`config.mk`:
```
export PLATFORM = sky130hd
export DESIGN_NAME = pc_sequencer
export DESIGN_NICKNAME = d
export VERILOG_FILES = /design/src/rtl/pc_seq_pkg.sv /design/src/rtl/pc_sequencer_redirect_select.sv /design/src/rtl/pc_sequencer.sv
export SDC_FILE = /design/constraint.sdc
export NUM_CORES = 1
export LEC_CHECK = 0
export CAP_MARGIN = 5
export CORE_UTILIZATION = 42
export DETAILED_ROUTE_END_ITERATION = 10
export PLACE_DENSITY_LB_ADDON = 0.12
export SYNTH_ARGS = -nofsm -noshare
export SYNTH_HDL_FRONTEND = slang
export SYNTH_SLANG_ARGS = --single-unit
```
`constraint.sdc`:
```
create_clock -name clk -period 5.2 [get_ports clk]
set_input_delay 0.78 -clock clk [delete_from_list [all_inputs] [get_ports clk]]
set_output_delay 0.78 -clock clk [all_outputs]
set_load 0.03 [all_outputs]
```
`src/rtl/pc_seq_pkg.sv`:
```
// Shared types and constants for the fetch PC sequencer.
package pc_seq_pkg;

  typedef enum logic [1:0] {
    BOOT   = 2'd0,
    RUN    = 2'd1,
    SHADOW = 2'd2,
    HALT   = 2'd3
  } pc_state_e;

  localparam int unsigned INSN_BYTES = 4;

endpackage

```
`src/rtl/pc_sequencer_redirect_select.sv`:
```
// Picks the EX-stage redirect source (jalr over branch) and checks the
// chosen target for alignment and for bits beyond the fetch address width.
module redirect_select #(
  parameter int PC_W = 9
) (
  input  logic            br_taken_i,
  input  logic [31:0]     br_target_i,
  input  logic            jalr_taken_i,
  input  logic [31:0]     jalr_target_i,
  output logic            redirect_o,
  output logic [PC_W-1:0] target_pc_o,
  output logic            misalign_o,
  output logic            range_err_o
);

  logic [31:0] target;

  // jalr clears bit 0 of rs1+imm before use
  assign target      = jalr_taken_i ? {jalr_target_i[31:1], 1'b0} : br_target_i;
  assign redirect_o  = br_taken_i | jalr_taken_i;
  assign target_pc_o = target[PC_W-1:0];
  assign misalign_o  = |target[1:0];
  assign range_err_o = |target[31:PC_W];

endmodule

```
`src/rtl/pc_sequencer.sv`:
```
// Fetch PC sequencer: boot, sequential fetch, stall hold, EX redirects with a
// one-cycle shadow, halt, sticky target errors and a saturating redirect count.
//   state  | meaning
//   BOOT   | first cycle after reset, fetch slot empty
//   RUN    | normal fetch; halt, redirect, stall or PC+4
//   SHADOW | cycle after a redirect, all requests masked, PC+4
//   HALT   | PC frozen until reset
module pc_sequencer
  import pc_seq_pkg::*;
#(
  parameter int              PC_W     = 9,
  parameter logic [PC_W-1:0] RESET_PC = '0,
  parameter int              CNT_W    = 16
) (
  input  logic             clk,
  input  logic             reset,
  input  logic             stall,
  input  logic             br_taken,
  input  logic [31:0]      br_target,
  input  logic             jalr_taken,
  input  logic [31:0]      jalr_target,
  input  logic             halt_req,
  output logic [PC_W-1:0]  pc,
  output logic             pc_valid,
  output logic             flush_if_id,
  output logic             flush_id_ex,
  output logic             halted,
  output logic             err_misalign,
  output logic             err_range,
  output logic [CNT_W-1:0] redirect_cnt
);

  localparam logic [PC_W-1:0] STEP = PC_W'(INSN_BYTES);

  pc_state_e        state_q, state_d;
  logic [PC_W-1:0]  pc_q, pc_d;
  logic [CNT_W-1:0] cnt_q, cnt_d;
  logic             mis_q, mis_d;
  logic             rng_q, rng_d;

  logic             redirect;
  logic [PC_W-1:0]  target_pc;
  logic             tgt_misalign;
  logic             tgt_range;

  redirect_select #(.PC_W(PC_W)) u_redirect_select (
    .br_taken_i    (br_taken),
    .br_target_i   (br_target),
    .jalr_taken_i  (jalr_taken),
    .jalr_target_i (jalr_target),
    .redirect_o    (redirect),
    .target_pc_o   (target_pc),
    .misalign_o    (tgt_misalign),
    .range_err_o   (tgt_range)
  );

  always_ff @(posedge clk) begin
    if (reset) begin
      state_q <= BOOT;
      pc_q    <= RESET_PC;
      cnt_q   <= '0;
      mis_q   <= 1'b0;
      rng_q   <= 1'b0;
    end else begin
      state_q <= state_d;
      pc_q    <= pc_d;
      cnt_q   <= cnt_d;
      mis_q   <= mis_d;
      rng_q   <= rng_d;
    end
  end

  always_comb begin
    state_d = state_q;
    pc_d    = pc_q;
    cnt_d   = cnt_q;
    mis_d   = mis_q;
    rng_d   = rng_q;
    case (state_q)
      BOOT:   state_d = RUN;
      RUN: begin
        if (halt_req) begin
          state_d = HALT;
        end else if (redirect) begin
          if (tgt_misalign) begin
            mis_d   = 1'b1;
            state_d = HALT;
          end else begin
            // out-of-range targets still redirect on the truncated address
            pc_d    = target_pc;
            state_d = SHADOW;
            if (tgt_range) rng_d = 1'b1;
            if (~&cnt_q) cnt_d = cnt_q + CNT_W'(1);
          end
        end else if (!stall) begin
          pc_d = pc_q + STEP;
        end
      end
      SHADOW: begin
        pc_d    = pc_q + STEP;
        state_d = RUN;
      end
      HALT:    state_d = HALT;
      default: state_d = BOOT;
    endcase
  end

  always_comb begin
    pc_valid     = (state_q == RUN) || (state_q == SHADOW);
    halted       = (state_q == HALT);
    flush_if_id  = (state_q == RUN) && redirect && !halt_req;
    flush_id_ex  = flush_if_id;
    pc           = pc_q;
    err_misalign = mis_q;
    err_range    = rng_q;
    redirect_cnt = cnt_q;
  end

endmodule
```
; ---- Word level (Yosys, flattened, before mapping)
; Index checks and enable logic that the tools add are counted.
[totals]
reg_bits = 29
inputBits = 70
output_inout_bits = 31
[classes]
addsub = 2
n_eq_ne = 7
mux = 10
bitwise_logic = 4
n_reduce_logical = 14
[ops]
columns = op, count
row1 = $mux 9, 4
row2 = $mux 32, 1
row3 = $reduce_or 23->1, 1
row4 = $pmux 9 s2, 1
row5 = $add 16x1->16 const B, 1
row6 = $reduce_and 16->1, 1
row7 = $reduce_and 5->1, 2
row8 = $add 9x3->9 const B, 1
row9 = $ne 3x3->1 const B, 3
row10 = $reduce_and 4->1, 2
row11 = $pmux 2 s3, 1
row12 = $eq 2x2->1 const B, 2
row13 = $mux 2, 2
row14 = $reduce_or 2->1, 2
row15 = $not 1->1, 3
row16 = $eq 2x1->1 const B, 1
row17 = $logic_and 1x1->1, 2
row18 = $logic_not 2->1, 1
row19 = $ne 2x2->1 const B, 1
row20 = $reduce_bool 2->1, 1
row21 = $logic_not 1->1, 1
row22 = $logic_or 1x1->1, 1
row23 = $mux 1, 1
row24 = $or 1x1->1, 1

; ---- Longest topological paths before layout
; Gate-level depths: netlist of the first run.
[depth]
ltp_word = 6
mapped_depth = 8
depth_no_buf = 7

; ---- Modules after synthesis
; Synthesis of the first run repeated with hierarchy kept, for this count alone.
[hier_totals]
cells_unflattened = 224
area_unflattened_um2 = 1825.5
[modules_own_cells]
columns = mod, n_inst, cells_each, area_per_inst_um2, seq_area_each_um2
row1 = pc_sequencer, 1, 195, 1584.0, 580.6
row2 = redirect_select, 1, 29, 241.5, 0.0

; ---- Least setup slack after synthesis of the first run
; No wires, ideal clock.
[synth_path]
path_kind = input-to-output
from = input port halt_req
to = output port flush_if_id
arrival_time_ps = 1872
required_time_ps = 4420
setup_slack_ps = 2548
path_stages = 3
n_path_buf = 1
cell_sequence = and2b_1 nor2b_1 buf_4
[synth_via]
elab_chain_cells = 2
[synth_lines]
columns = element, line_no
row1 = start: declaration, pc_sequencer.sv:22  ; input logic halt_req,
row2 = $logic_not 1->1, pc_sequencer.sv:111  ; flush_if_id = (state_q == RUN) && redirect && !halt_req;
row3 = $logic_and 1x1->1, pc_sequencer.sv:111
row4 = end: declaration, pc_sequencer.sv:25  ; output logic flush_if_id,
; No other way between the ends.

; ---- Worst setup path in the final report of the first run
; Same ends and word-level chain as after synthesis.

==> results of run 1 <==
## metrics by stage
step	hold WS, ps	total power, mW	utilization [%]
3_5_place_dp	473.3	0.3770	69.54
6_report	489.6	0.5516	71.53
4_1_cts	496.7	0.5573	71.53
2_1_floorplan	476.6	0.2993	-
5_1_grt	525.5	0.5752	71.53
3_3_place_gp	463.3	0.3743	69.54
## placed cells by master (no fill, tap or decap), drive strengths merged, types with 2 or more instances in the layout
cell and instances:
nand4 5, clkdlybuf4s50 99, clkinv 2, inv 6, nand2 19, nor2b 4
clkbuf 6, a2111oi 2, mux2i 10, and3 5, dfxtp 29, o22ai 3
nor4 13, nand3 9, buf 2, and4 6, and2b 2, and2 3
o21ai 10, nor2 34, nor3 4, a21oi 14, a211oi 6, xnor2 11
ha 6, mux2 3, o21bai 2
## layer usage
metal	part of all wire, %	wire, um	global-route usage [%]
met1	39	1984	25.25
met2	49	2483	39.56
met3	9.9	504	5.757
met4	1.9	97	9.949
met5	0	0	0
## sequential cells by signal, indices dropped and copies added (netlist names)
register      flops
redirect_cnt     16
pc                9
state_q           2
err_misalign      1
err_range         1
## power by group through the flow
stage / Sequential [mW] / Combinational (mW) / Clock (mW)
5_1_grt: 0.236 / 0.148 / 0.192
2_1_floorplan: 0.248 / 0.0512 / 0
3_5_place_dp: 0.240 / 0.137 / 0
4_1_cts: 0.235 / 0.138 / 0.185
6_report: 0.235 / 0.137 / 0.180
3_3_place_gp: 0.239 / 0.135 / 0
## how the worst max path moves through the flow
stage,startpoint,to,slack [ps],depth (start not counted)
after floorplan,halt_req,flush_if_id,2550,3
after global placement,halt_req,flush_if_id,1940,4
after detailed placement,halt_req,flush_if_id,1900,4
after CTS,halt_req,flush_if_id,1900,4
after global routing,halt_req,flush_if_id,1810,4
final,halt_req,flush_if_id,1910,4
## critical path, delay by kind of cell
family / cells / cell delay (ps)
buffers and inverters: 2 / 1160
AND/OR/NAND/NOR: 2 / 580
## logic make-up (layout without fill, tap and decap cells)
| logic type | count (synthesis) | count (layout) |
|---|---|---|
| AND/OR/NAND/NOR | 108 | 108 |
| multiplexers | 13 | 13 |
| adder cells (fa/ha/maj) | 6 | 6 |
| flip-flops | 29 | 29 |
| XOR/XNOR | 11 | 11 |
| buffers and inverters | 16 | 115 |
| AO/OA/AOI/OAI | 43 | 43 |
## final cells by class
class / count / area (um2) / area share, %
multi-input cells: 181 / 1210 / 40.82
flip-flops and latches: 29 / 580.6 / 19.59
clock buffers: 6 / 72.57 / 2.448
well taps: 50 / 62.56 / 2.111
clock inverters: 2 / 10.01 / 0.3377
repair buffers: 101 / 1006 / 33.94
inverters: 6 / 22.52 / 0.7598
==> metrics.txt, run 1 <==
status=finished, final reports clean; Final period util=63.27%; Nets=400; Final Skew=a little over 7 ps; Antenna Cells=0; Hold Crit Depth=2; internal power=0.3981 mW; CTS root buffer=clkbuf_8; r2r setup slk=2890 ps; Synth async-reset ratio=0%; crit path max-delay cell type=clkdlybuf4s50_1; largest family of logic cells by synthesized area=simple AND/OR/NAND/NOR gates; Pre-antenna DRT Iters=4; CP endpoint kind=primary output; NetSw=0.1536 mW; Worst Max-Slew Pin Slew=985.7 ps; xor and xnor fraction of the mapped netlist area=5.116%; RSZ-0062 raised after global routing=false; register area share after synthesis=30.83%; critical path class=primary input to primary output; H-tree levels=2; Hold WC Path Type=flip-flop to flip-flop; min cycle time layout=3290 ps; reg2reg start=redirect_cnt[8]$_SDFFE_PP0P_; initial antenna violation count=0; mux cell area share after synthesis=7.508%; remaining antenna violation count=0; Syn Area/Cell=8.332 um2; Hold Path End=pc[3]$_SDFFE_PP0P_; vias per cell=roughly 5.6; Max-cap violations=0; crit path cell chain=clkdlybuf4s50_1 -> and2b_1 -> nor2b_1 -> clkdlybuf4s50_1; Gate power share=between 20 and 25%; die height=68.96 um; Std-Cell Rows=23; # setup viols final=0; Area contributors post-synth=dfxtp_1 31%, nor2_1 6.8%, mux2i_1 5.3%; clock sinks=29; Max transition margin=between 30% and 40%; share of cells above drive strength 1=7.077%; # DRC=0; fin. max-slew vios=0; RR Endpoint=redirect_cnt[4]$_SDFFE_PP0P_; Power Density=186.1 mW/mm2; drt wl/cell=13.52 um; total core area=between 0.004 and 0.005 mm2; wire length of the first global-routing pass=~8000 um; Tot GR Track Use=22.48%; Post-Place Worst Slack=roughly 1900 ps; Initial Util=approximately 45%; top cells by count, synth=34 x nor2_1, 29 x dfxtp_1, 19 x nand2_1; adder-cell share of the synthesized area=3.987%; Detail Placement HPWL=roughly 4000 um; Longest Clk Path Bufs=2; Area growth syn-to-layout=57.41%; CTS buffer count=5; PortBufs=99; Final Hold Vio Count=0; placed cell count=367; Starting DRT DRC Count=116; leakage=1.041 nW; Vias=2087; Net Sw Frac=27.84%; Post-CTS Resized=0; CP peak stage delay=roughly 710 ps; cell area after synthesis=0.001883 mm2; Worst EP arrival=2510 ps; syn_nets=about 300; Placer Congestion=0.8044; clock latency on the worst-skew pair=~280 ps; Unique masters post-synth=45; largest net degree at the start of global routing=33; Critical Path RT=between 4000 and 5000 ps; Worst-path clk slew=70 ps; Critical Path Most Common Cell=clkdlybuf4s50_1; Compound-Gate Fraction of Synth Area=about 17%; Seq pwr share=42.5%; R2R depth=5; CTS tree=done; Yosys top cell by area=dfxtp_1; WL final=5070 um; count leader, synth=nor2_1; post-route worst setup slack=1910 ps; die footprint=0.004755 mm2; final instance area=0.002964 mm2; # IOs=101; Syn Inst Count=226; Worst VDD drop=0.1178 mV; Die X=68.96 um; Placed Instance Area=0.002882 mm2; crit-path max FO=5; Hold Startpoint=pc[3]$_SDFFE_PP0P_; postcts setup bufs=0; Post-synth EDFFs=0; Primary FF master, synth=dfxtp_1; Layout Cells excl Fill=around 380; FILL cells=344; vias in the first global route=1872; post-synthesis register bit count=29; GRT overflow=0; post-synth top area share=30.83%; setup TNS=0 ps; clock share of power=32.6%; CTS Hold Bufs=0; simple-gate share of the synthesized area=30.76%; Synth Warn #=0; Fmax=303.9 MHz; Startpoint Class=primary input
Note: power is estimated with default switching activity, not from simulation.
==> run 2: changes to the inputs <==
CORE_UTILIZATION = 39   (was 42)
clock period = 3.4 ns   (was 5.2 ns; I/O delays follow)
==> run 2 against run 1 <==
Net effect: register-to-register slack lost 1700 ps; via count decreased by 0.14%; global-route usage shrank 1.8 points; die area grew 7.5%; clock skew is 1.8 ps higher.
==> metrics.txt, run 2 (synthesis results as in run 1) <==
status=finished, final reports clean; R2R depth=6; Max transition margin=40.66%; total core area=approximately 0.0045 mm2; Final Skew=8.923 ps; clock latency on the worst-skew pair=280 ps; Placer Congestion=0.7995; clock sinks=29; clock share of power=35.5%; drt wl/cell=13.55 um; Max-cap violations=0; leakage=1.066 nW; FILL cells=398; Critical Path RT=2890 ps; WL final=5149 um; Die X=71.49 um; RR Endpoint=redirect_cnt[15]$_SDFFE_PP0P_; Hold Startpoint=err_misalign$_SDFFE_PP0P_; Post-CTS Resized=0; remaining antenna violation count=0; RSZ-0062 raised after global routing=false; CP top delay family=buffers and inverters; Hold WC Path Type=flip-flop to flip-flop; Worst EP arrival=2250 ps; # DRC=0; Worst Max-Slew Pin Slew=887.3 ps; die height=71.49 um; fin. max-slew vios=0; Gate power share=24.0%; placed cell count=372; NetSw=0.2341 mW; largest net degree at the start of global routing=24; PortBufs=about 100; die footprint=about 0.0051 mm2; Seq pwr share=approximately two fifths; Fmax=362.4 MHz; Antenna Cells=0; Startpoint Class=primary input; final instance area=0.003008 mm2; Detail Placement HPWL=about 4000 um; # setup viols final=0; share of cells above drive strength 1=under 10%; crit path max-delay cell type=clkdlybuf4s50_1; CTS Hold Bufs=0; Tot GR Track Use=around a fifth; Final period util=81.15%; setup TNS=0 ps; Net Sw Frac=26.43%; commonest non-fill, non-tap cell in the layout=clkdlybuf4s50_1; commonest cells after routing, fill and taps aside=99 x clkdlybuf4s50_1, 34 x nor2_1, 29 x dfxtp_1; # IOs=101; reg2reg start=state_q[0]$_SDFFE_PP0P_; Hold Crit Depth=2; Placed Instance Area=0.002907 mm2; Area growth syn-to-layout=59.73%; Critical Path Most Common Cell=clkdlybuf4s50_1; min cycle time layout=2759 ps; Final Hold Vio Count=0; Hold Path End=err_misalign$_SDFFE_PP0P_; CP peak stage delay=a little over 700 ps; CTS root buffer=clkbuf_8; Crit path buffers/inverters=2; crit path cell chain=clkdlybuf4s50_1 -> and2b_1 -> nor2b_1 -> clkdlybuf4s50_1; r2r setup slk=roughly 1200 ps; Pre-antenna DRT Iters=4; initial antenna violation count=0; Power Density=294.4 mW/mm2; max reg flops=16; vias in the first global route=1891; Worst VDD drop=about 0.16 mV; final core occ=between 60% and 70%; vias per cell=around 5.5; crit-path max FO=5; Vias=2084; wire length of the first global-routing pass=8349 um; Worst-path clk slew=60 ps; GRT overflow=0; Nets=about 400; critical path class=primary input to primary output; postcts setup bufs=0; Std-Cell Rows=24; internal power=about 0.65 mW; Layout Cells excl Fill=380; CTS tree=done; CP endpoint kind=primary output; Longest Clk Path Bufs=2; Starting DRT DRC Count=82; Initial Util=41.81%; H-tree levels=2; CTS buffer count=5
run 2: layout make-up:
cell class	count	area (um2)	area share (%)
Multi-Input combinational cell	181	1210	40.22
Timing Repair Buffer	104	1028	34.19
Sequential cell	29	580.6	19.30
Clock buffer	7	96.34	3.203
Tap cell	52	65.06	2.163
Inverter	6	22.52	0.7488
Clock inverter	1	5.005	0.1664
run 2: worst register-to-register path, cell delays in order, from the launching register on:
cell and delay (ps):
dfxtp_1 420, ha_1 290, and2b_1 280, o221ai_4 270, a211oi_2 280, and4_1 250, mux2_4 300
run 2: layer usage:
layer | vias to the layer above | track usage [%] | routed length, um
met2 | 88 | 37.25 | 2515
li1 | 1021 | - | -
met1 | 971 | 23.67 | 2150
met4 | 0 | 4.793 | 32
met3 | 4 | 6.892 | 450
met5 | - | 0 | 0
run 2: worst max path at each step:
| stage | from | end | cells past startpoint |
|---|---|---|---|
| floorplan | state_q[0]$_SDFFE_PP0P_ | flush_if_id | 4 |
| global placement | jalr_taken | redirect_cnt[15]$_SDFFE_PP0P_ | 7 |
| detailed placement | halt_req | flush_if_id | 4 |
| CTS | halt_req | flush_if_id | 4 |
| global route | state_q[0]$_SDFFE_PP0P_ | flush_if_id | 4 |
| finish | halt_req | flush_if_id | 4 |
run 2: power by group through the flow:
stage	Clock [mW]	Sequential (mW)	Combinational [mW]
after global placement	0	0.366	0.209
after CTS	0.320	0.359	0.214
after detailed placement	0	0.366	0.213
after floorplan	0	0.380	0.0783
final	0.314	0.359	0.212
after global routing	0.337	0.360	0.229
run 2: per-stage QoR:
stage / hold WS, ps / setup WS [ps] / power [mW]
after CTS: 481.2 / 646.8 / 0.8925
after floorplan: 476.6 / 1245 / 0.4578
after global routing: 519.0 / 502.7 / 0.9265
final: 473.8 / 640.8 / 0.8855
after detailed placement: 467.1 / 652.8 / 0.5795
after global placement: 449.4 / 668.4 / 0.5748
==> run 3: changes to the inputs <==
clock period = 2.8 ns   (was 3.4 ns; I/O delays follow)
==> run 3 against run 2 <==
Net effect: sequential power rose by 21%; first-iteration DRC count shrank 28%; combinational power increased by 21%; non-clock buffer count increased by 1; cell count is 0.26% higher; register-to-register slack got worse by 490 ps; die area is the same; count of clock-buffer cells in the layout shrank 2.
==> metrics.txt, run 3 (synthesis results as in run 1) <==
status=finished, final reports clean; Detail Placement HPWL=3869 um; internal power=0.7405 mW; placed cell count=373; wire length of the first global-routing pass=8135 um; Reg area=580.6 um2; Placer Congestion=0.8157; Starting DRT DRC Count=59; # DRC=0; Tot GR Track Use=19.99%; Die X=71.49 um; Power Density=344.0 mW/mm2; crit-path max FO=15; fin. max-slew vios=0; Fmax=424.0 MHz; WL final=4935 um; Antenna Cells=0; leakage=between 1 and 1.5 nW; drt wl/cell=~13 um; CTS root buffer=clkbuf_8; Hold Crit Depth=2; reg2reg start=state_q[0]$_SDFFE_PP0P_; Vias=around 2000; CTS tree=done; Worst Max-Slew Pin Slew=slightly below 600 ps; die height=a little over 70 um; commonest cells after routing, fill and taps aside=97 x clkdlybuf4s50_1, 34 x nor2_1, 29 x dfxtp_1; Net Sw Frac=between 20% and 30%; setup TNS=0 ps; Worst-path clk slew=60 ps; Hold WC Path Type=flip-flop to flip-flop; clock latency on the worst-skew pair=roughly 280 ps; Pre-antenna DRT Iters=4; Area growth syn-to-layout=59.07%; clock share of power=32.9%; FILL cells=400; commonest non-fill, non-tap cell in the layout=clkdlybuf4s50_1; Initial Util=41.81%; Hold Path End=err_misalign$_SDFFE_PP0P_; Hold Startpoint=err_misalign$_SDFFE_PP0P_; CP endpoint kind=primary output; final core occ=66.50%; Nets=approximately 400; Critical Path RT=2380 ps; share of cells above drive strength 1=a little under a tenth; Final Skew=4.634 ps; critical path class=primary input to primary output; postcts setup bufs=0; min cycle time layout=2359 ps; largest net degree at the start of global routing=17; GRT overflow=0; r2r setup slk=roughly 700 ps; vias in the first global route=1899; # setup viols final=0; initial antenna violation count=0; Max-cap violations=0; RR Endpoint=redirect_cnt[15]$_SDFFE_PP0P_; # IOs=101; Gate power share=24.8%; PortBufs=99; Layout Cells excl Fill=381; Max transition margin=between 60% and 70%; multi-input logic area=0.001210 mm2; max reg flops=16; Worst EP arrival=about 1900 ps; Std-Cell Rows=24; H-tree levels=2; Post-CTS Resized=0; vias per cell=between 5 and 6; die footprint=0.005110 mm2; Worst VDD drop=0.1907 mV; Startpoint Class=primary input; R2R depth=6; remaining antenna violation count=0; NetSw=roughly 0.29 mW; RSZ-0062 raised after global routing=false; Seq pwr share=42.3%; CTS buffer count=5; Final period util=84.23%; CTS Hold Bufs=0; Final Hold Vio Count=0; clock sinks=29; Longest Clk Path Bufs=2; total core area=0.004504 mm2
==> run 3: critical path, cell delays in order <==
cell and delay [ps]:
clkdlybuf4s50_1 630, buf_4 310, nor2_1 150, nor2b_1 220, buf_4 200
==> run 3: stage by stage <==
step / hold slack, ps / worst slack (ps) / total power, mW / cell area (um2)
final: 477.5 / 441.4 / 1.031 / 2995
after global routing: 517.3 / 255.5 / 1.079 / 2995
after CTS: 487.1 / 421.9 / 1.043 / 2995
after detailed placement: 467.3 / 222.8 / 0.7019 / 2909
after global placement: 456.8 / 244.9 / 0.6979 / 2909
after floorplan: 476.6 / 735.2 / 0.5559 / 1883
==> run 3: worst max path at each step <==
stage                    endpoint  slack, ps                    start  depth (start not counted)
3_5_place_dp   pc[3]$_SDFFE_PP0P_        220               jalr_taken                          7
6_report              flush_if_id        440               jalr_taken                          5
2_1_floorplan         flush_if_id        740  state_q[0]$_SDFFE_PP0P_                          4
3_3_place_gp   pc[3]$_SDFFE_PP0P_        240               jalr_taken                          7
4_1_cts               flush_if_id        420               jalr_taken                          5
5_1_grt               flush_if_id        260               jalr_taken                          5
==> run 3: layer usage <==
layer | global-route usage (%) | vias to the layer above | routed length [um]
met4 | 4.575 | 0 | 48
li1 | - | 1024 | -
met5 | 0 | - | 0
met1 | 23.56 | 926 | 2104
met2 | 35.24 | 82 | 2353
met3 | 6.751 | 5 | 429
==> run 3: power groups by stage <==
stage,combinational [mW],clock (mW),sequential [mW]
2_1_floorplan,0.0950,0,0.461
3_3_place_gp,0.253,0,0.444
3_5_place_dp,0.257,0,0.445
4_1_cts,0.258,0.349,0.435
5_1_grt,0.277,0.366,0.437
6_report,0.256,0.339,0.436
==> run 3: area by class of cell <==
type / instances / area share [%]
multi-input cells: 181 / 40.39
flip-flops and latches: 29 / 19.38
clock inverters: 3 / 0.5848
clock buffers: 5 / 2.297
inverters: 6 / 0.7519
well taps: 52 / 2.172
repair buffers: 105 / 34.42
